### src/rtl/cpu_out_uart_tx.sv
// CPU output port to 8N1 UART transmitter: a small byte FIFO feeding a
// start/data/stop serialiser, with tx driven from a flop.
module cpu_out_uart_tx #(
  parameter int unsigned CLKS_PER_BIT = 87,
  parameter int unsigned FIFO_DEPTH   = 4
) (
  input  logic       clk,
  input  logic       reset,
  input  logic [7:0] cpuOut,
  input  logic       out_valid,
  output logic       tx,
  output logic       busy,
  output logic       fifo_full,
  output logic       overflow
);

  localparam int unsigned AW = (FIFO_DEPTH > 1) ? $clog2(FIFO_DEPTH) : 1;
  localparam int unsigned CW = (CLKS_PER_BIT > 1) ? $clog2(CLKS_PER_BIT) : 1;
  localparam logic [CW-1:0] CNT_RELOAD = CW'(CLKS_PER_BIT - 1);

  typedef enum logic [1:0] {
    S_IDLE,
    S_START,
    S_DATA,
    S_STOP
  } state_t;

  logic [7:0]  r_mem [FIFO_DEPTH];
  logic [AW:0] r_wr;
  logic [AW:0] r_rd;
  logic        r_overflow;
  logic        w_empty;
  logic        w_full;
  logic        w_push;
  logic        w_pop;

  state_t      r_state;
  state_t      w_state_n;
  logic [CW-1:0] r_cnt;
  logic [CW-1:0] w_cnt_n;
  logic [2:0]  r_bit;
  logic [2:0]  w_bit_n;
  logic [7:0]  r_shift;
  logic [7:0]  w_shift_n;
  logic        r_tx;
  logic        w_tx_n;

  // Fullness is taken from the pointers before any same-edge pop.
  assign w_empty = (r_wr == r_rd);
  assign w_full  = (r_wr[AW-1:0] == r_rd[AW-1:0]) && (r_wr[AW] != r_rd[AW]);
  assign w_push  = out_valid && !w_full && !reset;

  always_ff @(posedge clk) begin
    if (w_push) begin
      r_mem[r_wr[AW-1:0]] <= cpuOut;
    end
  end

  always_ff @(posedge clk) begin
    if (reset) begin
      r_wr       <= '0;
      r_rd       <= '0;
      r_overflow <= 1'b0;
    end else begin
      if (w_push) begin
        r_wr <= r_wr + (AW+1)'(1);
      end
      if (w_pop) begin
        r_rd <= r_rd + (AW+1)'(1);
      end
      if (out_valid && w_full) begin
        r_overflow <= 1'b1;
      end
    end
  end

  always_ff @(posedge clk) begin
    if (reset) begin
      r_state <= S_IDLE;
      r_cnt   <= '0;
      r_bit   <= '0;
      r_shift <= '0;
      r_tx    <= 1'b1;
    end else begin
      r_state <= w_state_n;
      r_cnt   <= w_cnt_n;
      r_bit   <= w_bit_n;
      r_shift <= w_shift_n;
      r_tx    <= w_tx_n;
    end
  end

  // tx_n is the line level for the cycle after this edge, so each state
  // pre-loads the level of the slot it is about to enter.
  always_comb begin
    w_state_n = r_state;
    w_cnt_n   = r_cnt;
    w_bit_n   = r_bit;
    w_shift_n = r_shift;
    w_tx_n    = r_tx;
    w_pop     = 1'b0;
    unique case (r_state)
      S_IDLE: begin
        w_tx_n = 1'b1;
        if (!w_empty) begin
          w_pop     = 1'b1;
          w_shift_n = r_mem[r_rd[AW-1:0]];
          w_cnt_n   = CNT_RELOAD;
          w_tx_n    = 1'b0;
          w_state_n = S_START;
        end
      end
      S_START: begin
        if (r_cnt == '0) begin
          w_cnt_n   = CNT_RELOAD;
          w_bit_n   = '0;
          w_tx_n    = r_shift[0];
          w_state_n = S_DATA;
        end else begin
          w_cnt_n = r_cnt - CW'(1);
        end
      end
      S_DATA: begin
        if (r_cnt == '0) begin
          w_cnt_n = CNT_RELOAD;
          if (r_bit == 3'd7) begin
            w_tx_n    = 1'b1;
            w_state_n = S_STOP;
          end else begin
            w_bit_n   = r_bit + 3'd1;
            w_shift_n = {1'b0, r_shift[7:1]};
            w_tx_n    = r_shift[1];
          end
        end else begin
          w_cnt_n = r_cnt - CW'(1);
        end
      end
      S_STOP: begin
        w_tx_n = 1'b1;
        if (r_cnt == '0) begin
          w_state_n = S_IDLE;
        end else begin
          w_cnt_n = r_cnt - CW'(1);
        end
      end
      default: begin
        w_state_n = S_IDLE;
        w_tx_n    = 1'b1;
      end
    endcase
  end

  assign tx        = r_tx;
  assign busy      = (r_state != S_IDLE) || !w_empty;
  assign fifo_full = w_full;
  assign overflow  = r_overflow;

endmodule
### config.mk
export PLATFORM = sky130hd
export DESIGN_NAME = cpu_out_uart_tx
export DESIGN_NICKNAME = d
export VERILOG_FILES = /design/src/rtl/cpu_out_uart_tx.sv
export SDC_FILE = /design/constraint.sdc
export NUM_CORES = 1
export LEC_CHECK = 0
export CELL_PAD_IN_SITES_DETAIL_PLACEMENT = 1
export CELL_PAD_IN_SITES_GLOBAL_PLACEMENT = 1
export CORE_ASPECT_RATIO = 0.7
export CORE_MARGIN = 10
export CORE_UTILIZATION = 35
export DETAILED_ROUTE_END_ITERATION = 10
export PLACE_DENSITY = 0.64
export RECOVER_POWER = 50
export SLEW_MARGIN = 30
export SYNTH_ARGS = -nofsm -noshare
export SYNTH_HDL_FRONTEND = slang
export SYNTH_SLANG_ARGS = --single-unit
### constraint.sdc
create_clock -name clk -period 2.75 [get_ports clk]
set_clock_uncertainty 0.05 [all_clocks]
set_input_delay 0.4125 -clock clk [delete_from_list [all_inputs] [get_ports clk]]
set_output_delay 0.4125 -clock clk [all_outputs]
set_load 0.01 [all_outputs]
* Yosys cells after proc, flatten, opt, wreduce, memory -nomap -nowiden
Memories as Yosys holds them, arrays and structs flattened. A register that Yosys moved wholly into a read port is not among the register bits.
Cells that the tools add are included.
** Cells by class
- Add/subtract/negate cells :: 4
- $mul :: 0
- Div/mod/pow operators :: 0
- Order comparisons :: 0
- Equal/unequal tests :: 14
- Shift-type cells :: 0
- Muxes and demuxes :: 29
- Bitwise logic cells :: 0
- Reductions and logical operators :: 19
** Operators by type and width (number)
- two-way mux 8 bit :: 3
- two-way mux 7 bit :: 3
- case mux 7 bit (3 select lines) :: 1
- case mux 8 bit (2 select lines) :: 1
- two-way mux 2 bit :: 7
- inequality test 2 bit, second input constant :: 7
- adder 3 x 1 -> 3 bit, second input constant :: 3
- two-way mux 3 bit :: 3
- two-way mux 1 bit :: 8
- case mux 2 bit (4 select lines) :: 1
- AND reduction 4 bit :: 2
- zero test 7 bit :: 1
- subtractor 7 x 1 -> 7 bit, second input constant :: 1
- case mux 3 bit (2 select lines) :: 1
- nonzero test 2 bit :: 3
- AND reduction 5 bit :: 1
- == test 2 bit, second input constant :: 2
- logical AND 1 bit :: 4
- case mux 1 bit (4 select lines) :: 1
- AND reduction 2 bit :: 2
- == test 3 bit :: 1
- == test 3 bit, second input constant :: 1
- zero test 1 bit :: 3
- == test 2 x 1 -> 1 bit, second input constant :: 1
- 5 further kinds :: 5
** Word-level totals
- Bits in registers :: 28
- Bits in latches :: 0
- RAM bits :: 32
- ROM bits :: 0
- Logic and storage cells :: 75
- Memories kept :: 1
** Memories
- r_mem :: words 4, bits a word 8, rd ports 1, clocked after memory_dff 1, wr ports 1, RTL line 28 : logic [7:0] r_mem [FIFO_DEPTH];

* Depth between registers and ports, before layout
- Depth after elaboration :: 7
- Depth in mapped cells :: 8

* Worst setup path before layout
No wires, ideal clock.
- Kind :: register to register
- Start :: reg r_state[0]
- End :: reg r_state[0]
- Setup time :: 115 ps
- Data arrival time :: 1837 ps
- Setup slack :: 748 ps
- Cell stages (with the launch flop) :: 9
- Path buffers :: 1
- Clock period less this slack :: 2002 ps
- Path through :: dfxtp_1 inv_1 ha_1 buf_4 inv_2 nor4_2 inv_2 and3_1 o21a_1
** Between the ends
- Longest elaborated chain between the ends :: 3
- Elaborated cells between the ends (all ways) :: 11
- Classes of those cells :: 8 x eq/ne; 1 x mux; 2 x reduce/logical
** Ends and longest elaborated chain
- start, declared :: RTL line 37 : state_t r_state;
- start signal, assigned :: RTL line 85 : r_state <= w_state_n;
- == test 2 bit, or another cell as far along :: RTL line 102 : unique case (r_state)
- inequality test 2 bit (no source line)
- AND reduction 5 bit (no source line)
Parallel ways exist; a longest one is shown, timed or not.
A chain may end at the register's enable or synchronous reset.

* Worst setup path in the final report
- Start :: reg r_state[1]
- End :: out busy
** Between the ends
- Longest elaborated chain between the ends :: 2
** Ends and longest elaborated chain
- nonzero test 2 bit :: RTL line 154 : assign busy = (r_state != S_IDLE) || !w_empty;
- logical OR 1 bit :: RTL line 154
- end, declared :: RTL line 12 : output logic busy,
No other way between the ends.

==> flow_metrics.py <==
metrics = {
    "floorplan": {
        "core_area_um2": 7910,
        "ios": 15,
        "die_width_um": 128,
        "start_util_pct": 36.1,
        "die_area_um2": 12200,
        "die_y_um": 95.5,
        "num_rows": 27,
    },
    "sta": {
        "finalSetupViolCount": 0,
        "max_slew_margin_pct": 55.8,
        "fin_crit_sh_pct": 91.8,
        "tightest_slew_ns": 0.658,
        "rsz0062_at_grt": "false",
        "period_minus_slack_ns": 2.52,
        "hold_viol_final": 0,
        "drv_slew": 0,
        "setup-tns-final_ns": 0,
        "fmax_ghz": 0.396,
    },
    "power_and_ir_drop": {
        "static-leakage-power_uw": 0.00123,
        "sw_frac_of_total_pct": 35.0,
        "ir_worst_vdd_uv": 492,
        "clock_power_share_pct": 31.3,
        "p_sw_uw": 1360,
        "p_int_uw": 2520,
        "combPwrFrac_pct": 35.3,
        "power_density_nw_per_um2": 1130,
        "seqPwrFrac_pct": 33.4,
    },
    "setup_path": {
        "cp_cell_sequence": "inv_1 -> ha_1 -> inv_2 -> nor4_2 -> inv_2 -> clkdlybuf4s50_1",
        "cpPeakStageDelay_ns": 0.52,
        "crit_path_end_kind": "primary output",
        "cp_data_arrival_time_ns": 2.06,
        "required_ns": 2.29,
        "worst-path-buf-inv": 4,
        "critPathKind": "reg2out",
        "crit_top_cell": "inv_2",
        "crit_path_start_kind": "register",
        "cpMaxStageDelayCell": "clkdlybuf4s50_1",
        "cpLargestDelayFamily": "buffers and inverters",
        "cp_max_fo": 9,
    },
    "place": {
        "port_buffers": 14,
        "placed_area_um2": 3130,
        "gp_congestion": 0.750,
        "hpwlAfterDp_um": 4140,
    },
    "clocking": {
        "cts_hold_buf": 0,
        "clock_latency_ns": 0.33,
        "cts_resized": 0,
        "clk_pin_slew_ns": 0.06,
        "cts_tree": "built",
        "cts.sinks": 62,
        "htreeDepth": 3,
        "cts-root-buf": "clkbuf_16",
        "numCtsBuffers": 9,
        "clockBufferDepth": 2,
        "post_cts_buffers": 0,
    },
    "global_routing": {
        "grt_max_degree": 13,
        "overflow": 0,
        "grt_pass1_vias": 1921,
        "use_met3_pct": 4.55,
        "top_usage_layer": "met2",
        "grt_pass1_wl_um": 9780,
        "use_met2_pct": 14.9,
        "met1_usage_pct": 13.4,
        "grt_antenna_before_repair": 0,
        "grtUsageTotal_pct": 10.3,
    },
    "yosys": {
        "ys_warn_count": 0,
        "ys_ff_latch": 62,
        "ys.flop_type": "edfxtp_1",
        "synth.distinct_cells": 49,
        "syn_area_per_cell_um2": 12.5,
        "netlist_area_um2": 2850,
        "netlist_instances": 229,
        "syn_nets": 253,
        "synth_edf_count": 32,
        "ys_seq_area_share_pct": 54.7,
        "synth-async-reset-ratio_pct": 0,
    },
    "routing": {
        "drt_iter0_drc": 139,
        "viasPerCell": 5.19,
        "wirelength_um": 5820,
        "wl_per_cell_um": 16.3,
        "ant_nets": 0,
        "vias": 1853,
        "drc": 0,
        "firstDrtPassIters": 4,
    },
    "finish": {
        "drive_gt1_share_pct": 14.5,
        "multi_input_area_um2": 1210,
        "mostFrequentLayoutCells": "32 x edfxtp_1, 30 x dfxtp_1, 14 x nor2_1, 14 x nand2_1, 13 x ha_1",
        "design_area_um2": 3440,
        "area_growth_syn_to_layout_pct": 20.6,
        "diodes": 0,
        "final_common_cell": "edfxtp_1",
        "fillers": 843,
        "nNetsFinal": 275,
        "regArea_um2": 1560,
    },
    "job": {
        "maxCapViolations": 0,
    },
    "status": {
        "status": "completed",
    },
    "hold_path": {
        "hold_path_class": "reg2reg",
    },
}
worst paths after layout:
check	cells after the start	slack (ns)	to	from
hold / removal	2	0.41	r_bit[1]$_SDFFE_PP0P_	r_bit[1]$_SDFFE_PP0P_
setup reg to reg	6	0.59	r_state[0]$_SDFFE_PP0P_	r_state[0]$_SDFFE_PP0P_
hold reg to reg	2	0.41	r_bit[1]$_SDFFE_PP0P_	r_bit[1]$_SDFFE_PP0P_
setup / recovery	6	0.23	busy	r_state[1]$_SDFFE_PP0P_
per-stage QoR:
| stage | std cells | hold WS [ns] | util (%) | setup WS [ns] | total power, µW |
|---|---|---|---|---|---|
| after floorplan | 229 | 0.386 | - | 0.748 | 2310 |
| after global placement | 341 | 0.399 | 39.5 | 0.604 | 2680 |
| after detailed placement | 341 | 0.405 | 39.5 | 0.554 | 2700 |
| after CTS | 357 | 0.414 | 43.6 | 0.176 | 3940 |
| after global routing | 357 | 0.437 | 43.5 | 0.0588 | 4150 |
| final | 357 | 0.409 | 43.5 | 0.226 | 3880 |
logic make-up (layout without fill, tap and decap cells):
kind of cell | Yosys count | count (layout) | synth area share [%]
AOI/OAI and AO/OA | 49 | 49 | 13.2
DFF | 62 | 62 | 54.7
xor gates and xnor gates | 10 | 10 | 3.07
muxes | 18 | 18 | 9.82
adders and majority gates | 13 | 13 | 5.70
buffers and inverters | 19 | 46 | 2.68
and+or+nand+nor | 58 | 58 | 10.7
final cells by class:
class | count | area share, %
Inverter | 10 | 1.09
Tap cell | 101 | 3.67
Clock buffer | 10 | 6.65
Timing Repair Buffer | 20 | 5.16
Sequential cell | 62 | 45.4
Clock inverter | 6 | 2.73
Multi-Input combinational cell | 148 | 35.3
registers in the layout, summed over array words and instances (netlist names), named ones only:
signal	count
r_mem	32
r_shift	8
r_cnt	7
r_bit	3
r_rd	3
r_wr	3
r_state	2
overflow	1
tx	1
synth_stat cells (2+ instances only):
library cell / instances / share of area (%)
edfxtp_1: 32 / 34
dfxtp_1: 30 / 21
nand2_1: 14 / 1.8
nor2_1: 14 / 1.8
ha_1: 13 / 5.7
a21oi_1: 12 / 2.1
mux2i_1: 10 / 3.5
mux4_2: 8 / 6.3
xor2_1: 8 / 2.5
inv_1: 7 / 0.92
o22ai_1: 7 / 1.5
a211oi_1: 6 / 1.6
clkbuf_1: 6 / 0.79
and2_1: 5 / 1.1
nor3_1: 4 / 0.70
o31ai_1: 4 / 1.1
nand3_1: 3 / 0.53
nor2b_1: 3 / 0.66
o21ai_0: 3 / 0.53
o21ai_1: 3 / 0.53
or4_1: 3 / 0.79
inv_2: 2 / 0.26
nand2b_1: 2 / 0.44
nand4_1: 2 / 0.44
nor4_2: 2 / 0.88
o311ai_0: 2 / 0.61
xnor2_1: 2 / 0.61
per-layer routing:
| layer | wire length [µm] | vias up | share of wire, % |
|---|---|---|---|
| met5 | 0 | - | 0 |
| met4 | 58 | 0 | 1.0 |
| met3 | 263 | 5 | 4.5 |
| met2 | 2510 | 25 | 43 |
| met1 | 2990 | 915 | 51 |
| li1 | - | 908 | - |
power groups by stage:
stage          sequential, µW  combinational (µW)  clock (µW)
6_report                 1300                1370        1220
5_1_grt                  1320                1530        1300
4_1_cts                  1300                1400        1250
3_5_place_dp             1320                1380           0
3_3_place_gp             1310                1370           0
2_1_floorplan            1250                1060           0
tightest hold or removal path: stages, from the launching register on:
cell and delay (ns):
dfxtp_1 0.31, nand2_1 0.05, a21oi_1 0.05
No activity file was read; power rests on OpenSTA's default activity.
